--- src/rtl/dct_pkg.sv ---
// dct_pkg: shared types and helpers for the 2D DCT sequencer.
// State encoding, block size codes and the size-to-N mapping.
package dct_pkg;

  localparam int CNT_W = 5;

  typedef enum logic [1:0] {
    ST_IDLE,
    ST_ROW,
    ST_WAIT_T,
    ST_COL
  } state_e;

  localparam logic [1:0] SZ_4  = 2'b00;
  localparam logic [1:0] SZ_8  = 2'b01;
  localparam logic [1:0] SZ_16 = 2'b10;
  localparam logic [1:0] SZ_32 = 2'b11;

  function automatic int unsigned n_of(input logic [1:0] s);
    int unsigned n;
    n = 4;
    unique case (s)
      SZ_4:  n = 4;
      SZ_8:  n = 8;
      SZ_16: n = 16;
      SZ_32: n = 32;
      default: n = 4;
    endcase
    return n;
  endfunction

endpackage

--- src/rtl/dct_delay_line.sv ---
// dct_delay_line: fixed-depth shift register with async clear and sync flush.
// pending reports whether bit 0 of any stage is set.
module dct_delay_line #(
  parameter int DEPTH = 1,
  parameter int WIDTH = 1
) (
  input  logic             clk,
  input  logic             rst,
  input  logic             flush,
  input  logic [WIDTH-1:0] d,
  output logic [WIDTH-1:0] q,
  output logic             pending
);

  logic [WIDTH-1:0] sr [DEPTH];

  always_ff @(posedge clk or negedge rst) begin
    if (!rst) begin
      for (int i = 0; i < DEPTH; i++) sr[i] <= '0;
    end else if (flush) begin
      for (int i = 0; i < DEPTH; i++) sr[i] <= '0;
    end else begin
      sr[0] <= d;
      for (int i = 1; i < DEPTH; i++) sr[i] <= sr[i-1];
    end
  end

  assign q = sr[DEPTH-1];

  always_comb begin
    pending = 1'b0;
    for (int i = 0; i < DEPTH; i++) pending = pending | sr[i][0];
  end

endmodule

--- src/rtl/dct2d_ctrl.sv ---
// dct2d_ctrl: row/column sequencer for the two-pass 2D DCT datapath.
// Drives stage-1, transpose and stage-2 strobes and tags output columns.
module dct2d_ctrl
  import dct_pkg::*;
#(
  parameter int LAT1  = 1,
  parameter int LAT2  = 1,
  parameter int CNT_W = dct_pkg::CNT_W
) (
  input  logic             clk,
  input  logic             rst,
  input  logic             flush,
  input  logic [1:0]       size,
  input  logic             in_valid,
  output logic             in_ready,
  output logic             load_1dct,
  output logic             load_trans,
  output logic             unload_trans,
  output logic             load_2dct,
  output logic [1:0]       size_q,
  output logic             out_valid,
  output logic [CNT_W-1:0] out_idx,
  output logic             out_last,
  output logic             busy
);

  localparam int OW = CNT_W + 2;

  state_e           state;
  state_e           state_d;
  logic [CNT_W-1:0] row_cnt;
  logic [CNT_W-1:0] trans_cnt;
  logic [CNT_W-1:0] col_cnt;
  logic [CNT_W-1:0] last_q;
  logic             row_end;
  logic             trans_end;
  logic             col_end;
  logic             trans_pend;
  logic             out_pend;
  logic [OW-1:0]    out_d;
  logic [OW-1:0]    out_q;

  assign last_q    = CNT_W'(n_of(size_q) - 1);
  assign row_end   = row_cnt == last_q;
  assign trans_end = load_trans && (trans_cnt == last_q);
  assign col_end   = col_cnt == last_q;

  always_comb begin
    state_d      = state;
    in_ready     = 1'b0;
    unload_trans = 1'b0;
    load_2dct    = 1'b0;
    unique case (state)
      ST_IDLE, ST_ROW: in_ready = rst & ~flush;
      ST_COL: begin
        unload_trans = ~flush;
        load_2dct    = ~flush;
      end
      default: ;
    endcase
    load_1dct = in_valid & in_ready;
    unique case (state)
      ST_IDLE:   if (load_1dct) state_d = ST_ROW;
      ST_ROW:    if (load_1dct && row_end) state_d = ST_WAIT_T;
      ST_WAIT_T: if (trans_end) state_d = ST_COL;
      ST_COL:    if (col_end) state_d = ST_IDLE;
      default:   state_d = ST_IDLE;
    endcase
    if (flush) state_d = ST_IDLE;
  end

  // size_q only moves on the first row of a block, so scaling sees one size per block
  always_ff @(posedge clk or negedge rst) begin
    if (!rst) begin
      state     <= ST_IDLE;
      size_q    <= SZ_32;
      row_cnt   <= '0;
      trans_cnt <= '0;
      col_cnt   <= '0;
    end else if (flush) begin
      state     <= ST_IDLE;
      row_cnt   <= '0;
      trans_cnt <= '0;
      col_cnt   <= '0;
    end else begin
      state <= state_d;
      if (load_1dct) begin
        if (state == ST_IDLE) begin
          size_q  <= size;
          row_cnt <= CNT_W'(1);
        end else begin
          row_cnt <= row_end ? '0 : row_cnt + CNT_W'(1);
        end
      end
      if (load_trans)
        trans_cnt <= trans_end ? '0 : trans_cnt + CNT_W'(1);
      if (load_2dct)
        col_cnt <= col_end ? '0 : col_cnt + CNT_W'(1);
    end
  end

  dct_delay_line #(
    .DEPTH(LAT1),
    .WIDTH(1)
  ) u_trans (
    .clk     (clk),
    .rst     (rst),
    .flush   (flush),
    .d       (load_1dct),
    .q       (load_trans),
    .pending (trans_pend)
  );

  // last travels with the column so a new block's size cannot retag it
  assign out_d = {load_2dct & col_end, col_cnt, load_2dct};

  dct_delay_line #(
    .DEPTH(LAT2),
    .WIDTH(OW)
  ) u_out (
    .clk     (clk),
    .rst     (rst),
    .flush   (flush),
    .d       (out_d),
    .q       (out_q),
    .pending (out_pend)
  );

  assign out_valid = out_q[0];
  assign out_idx   = out_q[CNT_W:1];
  assign out_last  = out_q[OW-1];
  assign busy      = (state != ST_IDLE) | trans_pend | out_pend;

endmodule
--- config.mk ---
export PLATFORM = sky130hd
export DESIGN_NAME = dct2d_ctrl
export DESIGN_NICKNAME = d
export VERILOG_FILES = /design/src/rtl/dct_pkg.sv /design/src/rtl/dct_delay_line.sv /design/src/rtl/dct2d_ctrl.sv
export SDC_FILE = /design/constraint.sdc
export NUM_CORES = 1
export LEC_CHECK = 0
export ABC_AREA = 1
export BUFFER_PORTS_ARGS = -buffer_cell sky130_fd_sc_hd__buf_2
export CORE_ASPECT_RATIO = 1.25
export CORE_MARGIN = 1
export CORE_UTILIZATION = 51
export CTS_CLUSTER_DIAMETER = 60
export DETAILED_ROUTE_END_ITERATION = 6
export MAX_ROUTING_LAYER = met4
export PLACE_DENSITY = 0.75
export SLEW_MARGIN = 30
export SYNTH_ARGS = -nofsm -noshare
export SYNTH_HDL_FRONTEND = slang
export SYNTH_SLANG_ARGS = --single-unit
--- constraint.sdc ---
create_clock -name clk -period 1.4 [get_ports clk]
set_clock_uncertainty 0.1 [all_clocks]
set_input_delay 0.07 -clock clk [delete_from_list [all_inputs] [get_ports clk]]
set_output_delay 0.07 -clock clk [all_outputs]
set_load 0.02 [all_outputs]
==> flow_summary.yaml, run 1 <==
worst_setup_path:
  r2r-start: "state[0]"
  arrival_time_reported_for_the_critical_path_endpoint_ns: 1.55
  critical_path_cell_list: "inv_2, ha_4, inv_2, nand2_4, nand3_4, clkinv_4, buf_6, buf_6"
  cp_slowest_cell: "sky130_fd_sc_hd__dfrtp_2"
  crit_end: "load_1dct"
  critPathMaxFanout: 3
  timing_worst_setup_path_type: "register to primary output"
  setup.worst_path.start_class: "register"
  worstPathRequired_ns: 1.23
  reg2reg_slack_ns: -0.31
  worst_setup_path_end_kind: "primary output"
  worst_path_largest_cell_delay_ns: 0.45
  crit_path_start: "state[0]"
  r2r_end: "row_cnt[4]"
  r2r_cells: 11
placement:
  dp_hpwl_um: 2560
  place_congestion: 0.877
  place_worst_setup_slack_ns: -0.284
  numPortBuffers: 20
timing:
  postLayoutSetupSlackWorst_ns: -0.321
  hold_viol: 0
  worst_margin_pin_slew_ns: 0.352
  report.final.setup_viol: 25
  final_min_period_over_clock_period: 1.23
  report.final.slew_viol_count: 0
  slew_headroom: 0.765
  setup_repair_after_global_routing_missed_its_margin: "true"
  post-route-min-period_ns: 1.72
  clock.fmax_ghz: 0.581
synth:
  part_of_the_yosys_area_used_for_sequential_elements: 0.442
  avgSynthCellArea_sq_um: 8.34
  post_synth_instance_area_sq_mm: 0.00154
  synthDistinctLibCells: 30
  synth_warnings: 0
  synth.net_count: 197
  synth.ff_latch_count: 27
  netlist_instances: 184
finish:
  finalCoreUtilization: 0.824
  num-fill-cells: 169
  diodes: 0
  post_route_cells_drive_above_1_share: 0.488
  area_growth_syn_to_layout_pct: 48.0
  fin_nets: 256
detailed_routing:
  detailedRoute.firstIterationViolations: 33
  first_pass_iters: 4
  detail_route.drc_violations: 0
  postRouteAntennaNets: 0
  wirelength_um: 4200
  vias_per_cell: 5.39
  post_drt_wl_per_cell_um: 15.2
  num_vias: 1488
floorplanning:
  die_x_um: 51.1
  placement_rows: 21
  design.die.area_sq_mm: 0.00324
  die_y_um: 63.3
  floorplan.io_pins: 21
  core_sq_mm: 0.00276
  floorplan.initialDensity: 0.556
clock_tree:
  clock_path_buffers: 2
  tritoncts_num_sinks: 27
  ctsHtreeMaxLevel: 1
  tritoncts_clock_tree: "built"
  clk_latency_ns: 0.34
  clock_transition_at_the_register_clock_pins_on_the_worst_setup_and_hold_paths_after_cts_ns: 0.16
  cts_inserted_buffers: 3
  cts_root_buffer: "sky130_fd_sc_hd__clkbuf_4"
status:
  outcome: "finished with violations"
  violations: "setup timing"
hold_path:
  worst_min_delay_path_class: "primary input to register"
  whs_path_depth: 5
global_route:
  first_global_vias: 1507
  grt_start_max_net_pins: 28
  global_route.overflow_total: 0
  global_route.usage.total: 0.272
  antenna_found_initial: 0
  grt_pass1_wl_um: 6540
power:
  vdd_drop_max_v: 0.00149
  pwr_density_cell_mw_per_mm2: 1430
  power.total_w: 0.00326
  p_leak_nw: 1.11
run:
  max_cap_violations: 0
where the power goes:
group / internal [W] / switching [W]
clock: 0.000109 / 0.000253
sequential: 0.000900 / 0.000129
combinational: 0.000899 / 0.000969
worst min-delay path by stage:
| stage | from | to | slack [ns] |
|---|---|---|---|
| 2_1_floorplan | rst | col_cnt[0] | -0.33 |
| 4_1_cts | flush | u_out.q[1] | -0.03 |
| 3_3_place_gp | rst | row_cnt[3] | 0.003 |
| 6_report | in_valid | row_cnt[0] | 0.08 |
| 5_1_grt | flush | state[0] | 0.07 |
| 3_5_place_dp | rst | trans_cnt[4] | 0.008 |
metrics by stage:
step | std cells | hold WS [ns] | TNS [ns] | instance area (sq um)
after floorplan | 184 | -0.326 | -1.09 | 1580
after global placement | 253 | 0.00273 | -2.03 | 1830
after detailed placement | 253 | 0.00759 | -3.25 | 1830
after CTS | 270 | -0.0344 | -3.60 | 2150
after global routing | 276 | 0.0719 | -6.18 | 2270
final | 276 | 0.0768 | -4.53 | 2270
cell type report:
| type | instances | area [sq um] | share of cell area |
|---|---|---|---|
| multi-input cells | 125 | 918 | 0.404 |
| clock inverters | 1 | 7.51 | 0.00330 |
| clock buffers | 3 | 22.5 | 0.00991 |
| inverters | 29 | 121 | 0.0534 |
| well taps | 34 | 42.5 | 0.0187 |
| repair buffers | 57 | 479 | 0.211 |
| flip-flops and latches | 27 | 681 | 0.300 |
logic make-up after synthesis:
kind of cell / after synthesis / synth area share
AO/OA/AOI/OAI: 19 / 0.0758
XOR/XNOR: 7 / 0.0399
adder cells (fa/ha/maj): 7 / 0.0570
buffers and inverters: 32 / 0.0864
flip-flops: 27 / 0.442
AND/OR/NAND/NOR: 92 / 0.299
placed cells by master, fill, tap and decap left out, drive strengths merged:
| cell | Yosys | routed |
|---|---|---|
| nand2 | 39 | 39 |
| dlygate4sd3 | 0 | 4 |
| or2 | 1 | 1 |
| ha | 7 | 7 |
| xnor2 | 1 | 1 |
| dfrtp | 25 | 25 |
| a21oi | 6 | 6 |
| inv | 29 | 28 |
| clkbuf | 0 | 3 |
| xor2 | 6 | 6 |
| clkinv | 0 | 1 |
| buf | 3 | 53 |
| o21ai | 9 | 9 |
| clkinvlp | 0 | 1 |
| o22ai | 3 | 3 |
| nand3b | 1 | 1 |
| nand3 | 16 | 16 |
| nand4 | 4 | 4 |
| nor3 | 2 | 2 |
| nor2 | 29 | 29 |
| dfstp | 2 | 2 |
| o21a | 1 | 1 |
layer usage:
metal | up-vias | routed length [um] | track usage | part of all wire
met2 | 52 | 2200 | 0.479 | 0.52
met3 | 14 | 211 | 0.0338 | 0.050
li1 | 698 | - | - | -
met5 | - | 0 | - | 0
met1 | 724 | 1680 | 0.322 | 0.40
met4 | 0 | 105 | 0.0660 | 0.025
sequential cells by signal, indices dropped and copies added, names as in the netlist:
signal	flops
col_cnt	5
row_cnt	5
size_q	2
state	2
trans_cnt	5
u_out.q	7
u_trans.pending	1
cell usage after synthesis:
| cell | instances | share of area |
|---|---|---|
| sky130_fd_sc_hd__nand2_1 | 33 | 0.081 |
| sky130_fd_sc_hd__dfrtp_1 | 25 | 0.41 |
| sky130_fd_sc_hd__inv_1 | 24 | 0.059 |
| sky130_fd_sc_hd__nor2_1 | 23 | 0.056 |
| sky130_fd_sc_hd__nand3_1 | 13 | 0.042 |
| sky130_fd_sc_hd__ha_1 | 7 | 0.057 |
| sky130_fd_sc_hd__o21ai_0 | 6 | 0.020 |
| sky130_fd_sc_hd__xor2_1 | 6 | 0.034 |
| sky130_fd_sc_hd__inv_2 | 5 | 0.012 |
| sky130_fd_sc_hd__nand2_2 | 5 | 0.020 |
| sky130_fd_sc_hd__a21oi_1 | 4 | 0.013 |
| sky130_fd_sc_hd__nand4_1 | 4 | 0.016 |
| sky130_fd_sc_hd__nor2_2 | 4 | 0.016 |
| sky130_fd_sc_hd__o21ai_1 | 3 | 0.0098 |
| sky130_fd_sc_hd__o22ai_1 | 3 | 0.012 |
| sky130_fd_sc_hd__dfstp_2 | 2 | 0.034 |
| sky130_fd_sc_hd__nand3_4 | 2 | 0.023 |
| sky130_fd_sc_hd__nor2_4 | 2 | 0.015 |
| sky130_fd_sc_hd__nor3_1 | 2 | 0.0065 |
| sky130_fd_sc_hd__a21oi_2 | 1 | 0.0057 |
| sky130_fd_sc_hd__a21oi_4 | 1 | 0.011 |
| sky130_fd_sc_hd__buf_2 | 1 | 0.0033 |
| sky130_fd_sc_hd__buf_4 | 1 | 0.0049 |
| sky130_fd_sc_hd__buf_6 | 1 | 0.0073 |
| sky130_fd_sc_hd__nand2_4 | 1 | 0.0073 |
| sky130_fd_sc_hd__nand3_2 | 1 | 0.0065 |
| sky130_fd_sc_hd__nand3b_1 | 1 | 0.0049 |
| sky130_fd_sc_hd__o21a_1 | 1 | 0.0049 |
| sky130_fd_sc_hd__or2_0 | 1 | 0.0041 |
| sky130_fd_sc_hd__xnor2_1 | 1 | 0.0057 |
repair_timing:
action,CTS,global route
hold buffers,3,1
pin swaps,12,10
endpoints found under the hold margin,30,1
setup buffers,10,5
gates cloned,0,0
endpoints found under the setup margin,25,28
resized for setup,53,23
worst max-delay path, delay by kind of cell, from the launching register on:
| family | cells | cell delay (ns) |
|---|---|---|
| DFF | 1 | 0.45 |
| adders and majority gates | 1 | 0.16 |
| buffers and inverters | 5 | 0.43 |
| and+or+nand+nor | 2 | 0.16 |
No activity file was read; power rests on OpenSTA's default activity.
==> run 2: changes to the inputs <==
--- a/config.mk
+++ b/config.mk
@@ -7,6 +7,7 @@
 export LEC_CHECK = 0
 export ABC_AREA = 1
 export BUFFER_PORTS_ARGS = -buffer_cell sky130_fd_sc_hd__buf_2
+export CAP_MARGIN = 15
 export CORE_ASPECT_RATIO = 1.25
 export CORE_MARGIN = 1
 export CORE_UTILIZATION = 51
@@ -17,4 +18,5 @@
 export SLEW_MARGIN = 30
 export SYNTH_ARGS = -nofsm -noshare
 export SYNTH_HDL_FRONTEND = slang
+export SYNTH_HIERARCHICAL = 1
 export SYNTH_SLANG_ARGS = --single-unit
==> run 2 against run 1 <==
  * The run still ends with setup timing left
  * Cell area down 5.2%
  * Critical path type unchanged
  * Core utilization down 4.3 points
  * Synthesized cell count up 1.1%
  * Global-route usage down 3.1 points
  * Sequential share of layout area up 1.6 points
==> flow_summary.yaml, run 2 <==
finish:
  flip_flop_count_of_the_largest_register_all_copies_and_words_added: 7
  area_growth_syn_to_layout_pct: 40.5
  finalCoreUtilization: 0.781
  final_common_cell: "sky130_fd_sc_hd__nand2_1"
  fin_nets: 253
  post_route_cells_drive_above_1_share: 0.439
  layout.cells.most_common_list: "sky130_fd_sc_hd__nand2_1 (28), sky130_fd_sc_hd__buf_4 (25), sky130_fd_sc_hd__dfrtp_1 (24)"
  diodes: 0
global_route:
  global_route.usage.total: 0.241
  antenna_found_initial: 0
  global_route.overflow_total: 0
  first_global_vias: 1415
  grt_pass1_wl_um: 5820
  grt_start_max_net_pins: 28
worst_setup_path:
  worst_path_largest_cell_delay_ns: 0.44
  critical_path_cell_list: "inv_2, ha_4, inv_2, buf_6, or3_4, buf_6"
  reg2reg_slack_ns: -0.23
  setup.worst_path.start_class: "register"
  timing_worst_setup_path_type: "register to primary output"
  worst-path-buf-inv: 4
  r2r-start: "state[0]"
  arrival_time_reported_for_the_critical_path_endpoint_ns: 1.60
  worstPathRequired_ns: 1.23
  critPathMaxFanout: 4
  worst_setup_path_end_kind: "primary output"
  cp_slowest_cell: "sky130_fd_sc_hd__dfrtp_1"
  r2r_cells: 10
  r2r_end: "state[0]"
  timing.critical_path.max_delay_family: "flip-flops"
detailed_routing:
  detailedRoute.firstIterationViolations: 48
  post_drt_wl_per_cell_um: 13.2
  vias_per_cell: 5.07
  num_vias: 1384
  first_pass_iters: 4
  postRouteAntennaNets: 0
  detail_route.drc_violations: 0
  wirelength_um: 3610
status:
  outcome: "finished with violations"
  violations: "setup timing"
synth:
  synthMostInstantiatedCell: "sky130_fd_sc_hd__nand2_1"
  netlist_instances: 186
  ys_dominant_reg_cell: "sky130_fd_sc_hd__dfrtp_1"
  part_of_the_yosys_area_used_for_sequential_elements: 0.442
  post_synth_instance_area_sq_mm: 0.00153
  post_synth_main_area_contributors: "sky130_fd_sc_hd__dfrtp_1 (41%), sky130_fd_sc_hd__nand2_1 (8.3%), sky130_fd_sc_hd__inv_1 (7.6%)"
  synth_warnings: 6
  synth_top_area_frac: 0.408
  synthDistinctLibCells: 26
  synth-async-reset-ratio: 1.00
  synthTopCellsByCount: "sky130_fd_sc_hd__nand2_1 (34), sky130_fd_sc_hd__inv_1 (31), sky130_fd_sc_hd__dfrtp_1 (25)"
  avgSynthCellArea_sq_um: 8.25
  yosys_top_cell_by_area: "sky130_fd_sc_hd__dfrtp_1"
  number_of_enable_type_register_cells_in_the_synthesized_netlist: 0
  synth.ff_latch_count: 27
  synth.net_count: 199
clock_tree:
  clk_latency_ns: 0.32
  cts_inserted_buffers: 3
  tritoncts_num_sinks: 27
  ctsHtreeMaxLevel: 1
  clock_transition_at_the_register_clock_pins_on_the_worst_setup_and_hold_paths_after_cts_ns: 0.15
  clock_path_buffers: 2
  cts_root_buffer: "sky130_fd_sc_hd__clkbuf_4"
  tritoncts_clock_tree: "built"
timing:
  report.final.setup_viol: 26
  slew_headroom: 0.769
  report.final.slew_viol_count: 0
  setup_repair_after_global_routing_missed_its_margin: "true"
  post-route-min-period_ns: 1.77
  hold_viol: 0
  clock.fmax_ghz: 0.565
  postLayoutSetupSlackWorst_ns: -0.370
  final_min_period_over_clock_period: 1.26
  total_negative_setup_slack_ns: -4.06
  worst_margin_pin_slew_ns: 0.347
hold_path:
  hp-start: "flush"
  hold_path_end: "u_out/q[5]"
  whs_path_depth: 2
  worst_min_delay_path_class: "primary input to register"
floorplanning:
  floorplan.io_pins: 21
  die_x_um: 51.1
  design.die.area_sq_mm: 0.00323
  die_y_um: 63.3
  floorplan.initialDensity: 0.556
  core_sq_mm: 0.00276
  placement_rows: 21
power:
  p_leak_nw: 1.03
  pwr_density_cell_mw_per_mm2: 1360
  vdd_drop_max_v: 0.00185
  power.total_w: 0.00294
run:
  max_cap_violations: 0
placement:
  dp_hpwl_um: 2400
  numPortBuffers: 20
  place_congestion: 0.860
[run 2: repair_timing]
action,4_1_cts,5_1_grt
pin swaps,9,5
resized for setup,48,17
hold buffers,3,0
hold endpoints to repair,29,0
endpoints found under the setup margin,27,27
buffers inserted,6,3
[run 2: how the worst max path moves through the flow]
| stage | startpoint | to | slack (ns) | depth (start not counted) |
|---|---|---|---|---|
| final | state[0] | busy | -0.37 | 6 |
| after global routing | state[0] | busy | -0.44 | 6 |
| after CTS | state[0] | busy | -0.36 | 6 |
| after detailed placement | state[0] | state[1] | -0.21 | 11 |
| after global placement | size_q[1] | state[1] | -0.15 | 9 |
| after floorplan | size_q[1] | state[0] | -0.16 | 10 |
[run 2: metal layers]
layer | part of all wire | up-vias | GRT usage
met3 | 0.032 | 6 | 0.0290
met2 | 0.55 | 32 | 0.426
met5 | 0 | - | -
met4 | 0.013 | 0 | 0.0556
met1 | 0.41 | 655 | 0.285
li1 | - | 691 | -
[run 2: power breakdown]
part / switching, W / leakage [nW] / internal (W)
clock: 0.000234 / 0.0177 / 0.000107
sequential: 0.0000999 / 0.365 / 0.000887
combinational: 0.000848 / 0.651 / 0.000766
[run 2: per-stage QoR]
step                      worst slack [ns]  hold slack, ns  cell area, sq um  instances
final                               -0.370          0.0290              2150        273
after global routing                -0.437          0.0316              2150        273
after CTS                           -0.363          0.0200              2050        270
after detailed placement            -0.207         0.00512              1820        257
after global placement              -0.145        -0.00276              1820        257
after floorplan                     -0.165          -0.326              1550        186
[run 2: final cells by class]
type,instances,area [sq um]
clock inverter,1,5.00
fill,178,604
inverter,33,134
timing repair buffer,54,423
tap,34,42.5
clock buffer,3,22.5
sequential,27,679
multi-input combinational,121,848
[run 2: logic make-up (layout without fill, tap and decap cells)]
family          Yosys count  after routing  synth area share
simple gates             87             87             0.265
buf+inv                  38             91             0.110
flops                    27             27             0.442
compound gates           18             18            0.0742
xor+xnor                  9              9            0.0514
fa+ha+maj                 7              7            0.0571
[run 2: worst reg2reg max path, cell delays in order (launching register included)]
cell and delay (ns):
sky130_fd_sc_hd__dfrtp_1 0.44, sky130_fd_sc_hd__buf_4 0.15, sky130_fd_sc_hd__buf_6 0.12, sky130_fd_sc_hd__ha_4 0.16, sky130_fd_sc_hd__inv_4 0.06, sky130_fd_sc_hd__nor2_4 0.04
sky130_fd_sc_hd__buf_6 0.13, sky130_fd_sc_hd__a21oi_4 0.16, sky130_fd_sc_hd__nand3_2 0.08, sky130_fd_sc_hd__nand2_1 0.06, sky130_fd_sc_hd__nand2_1 0.05
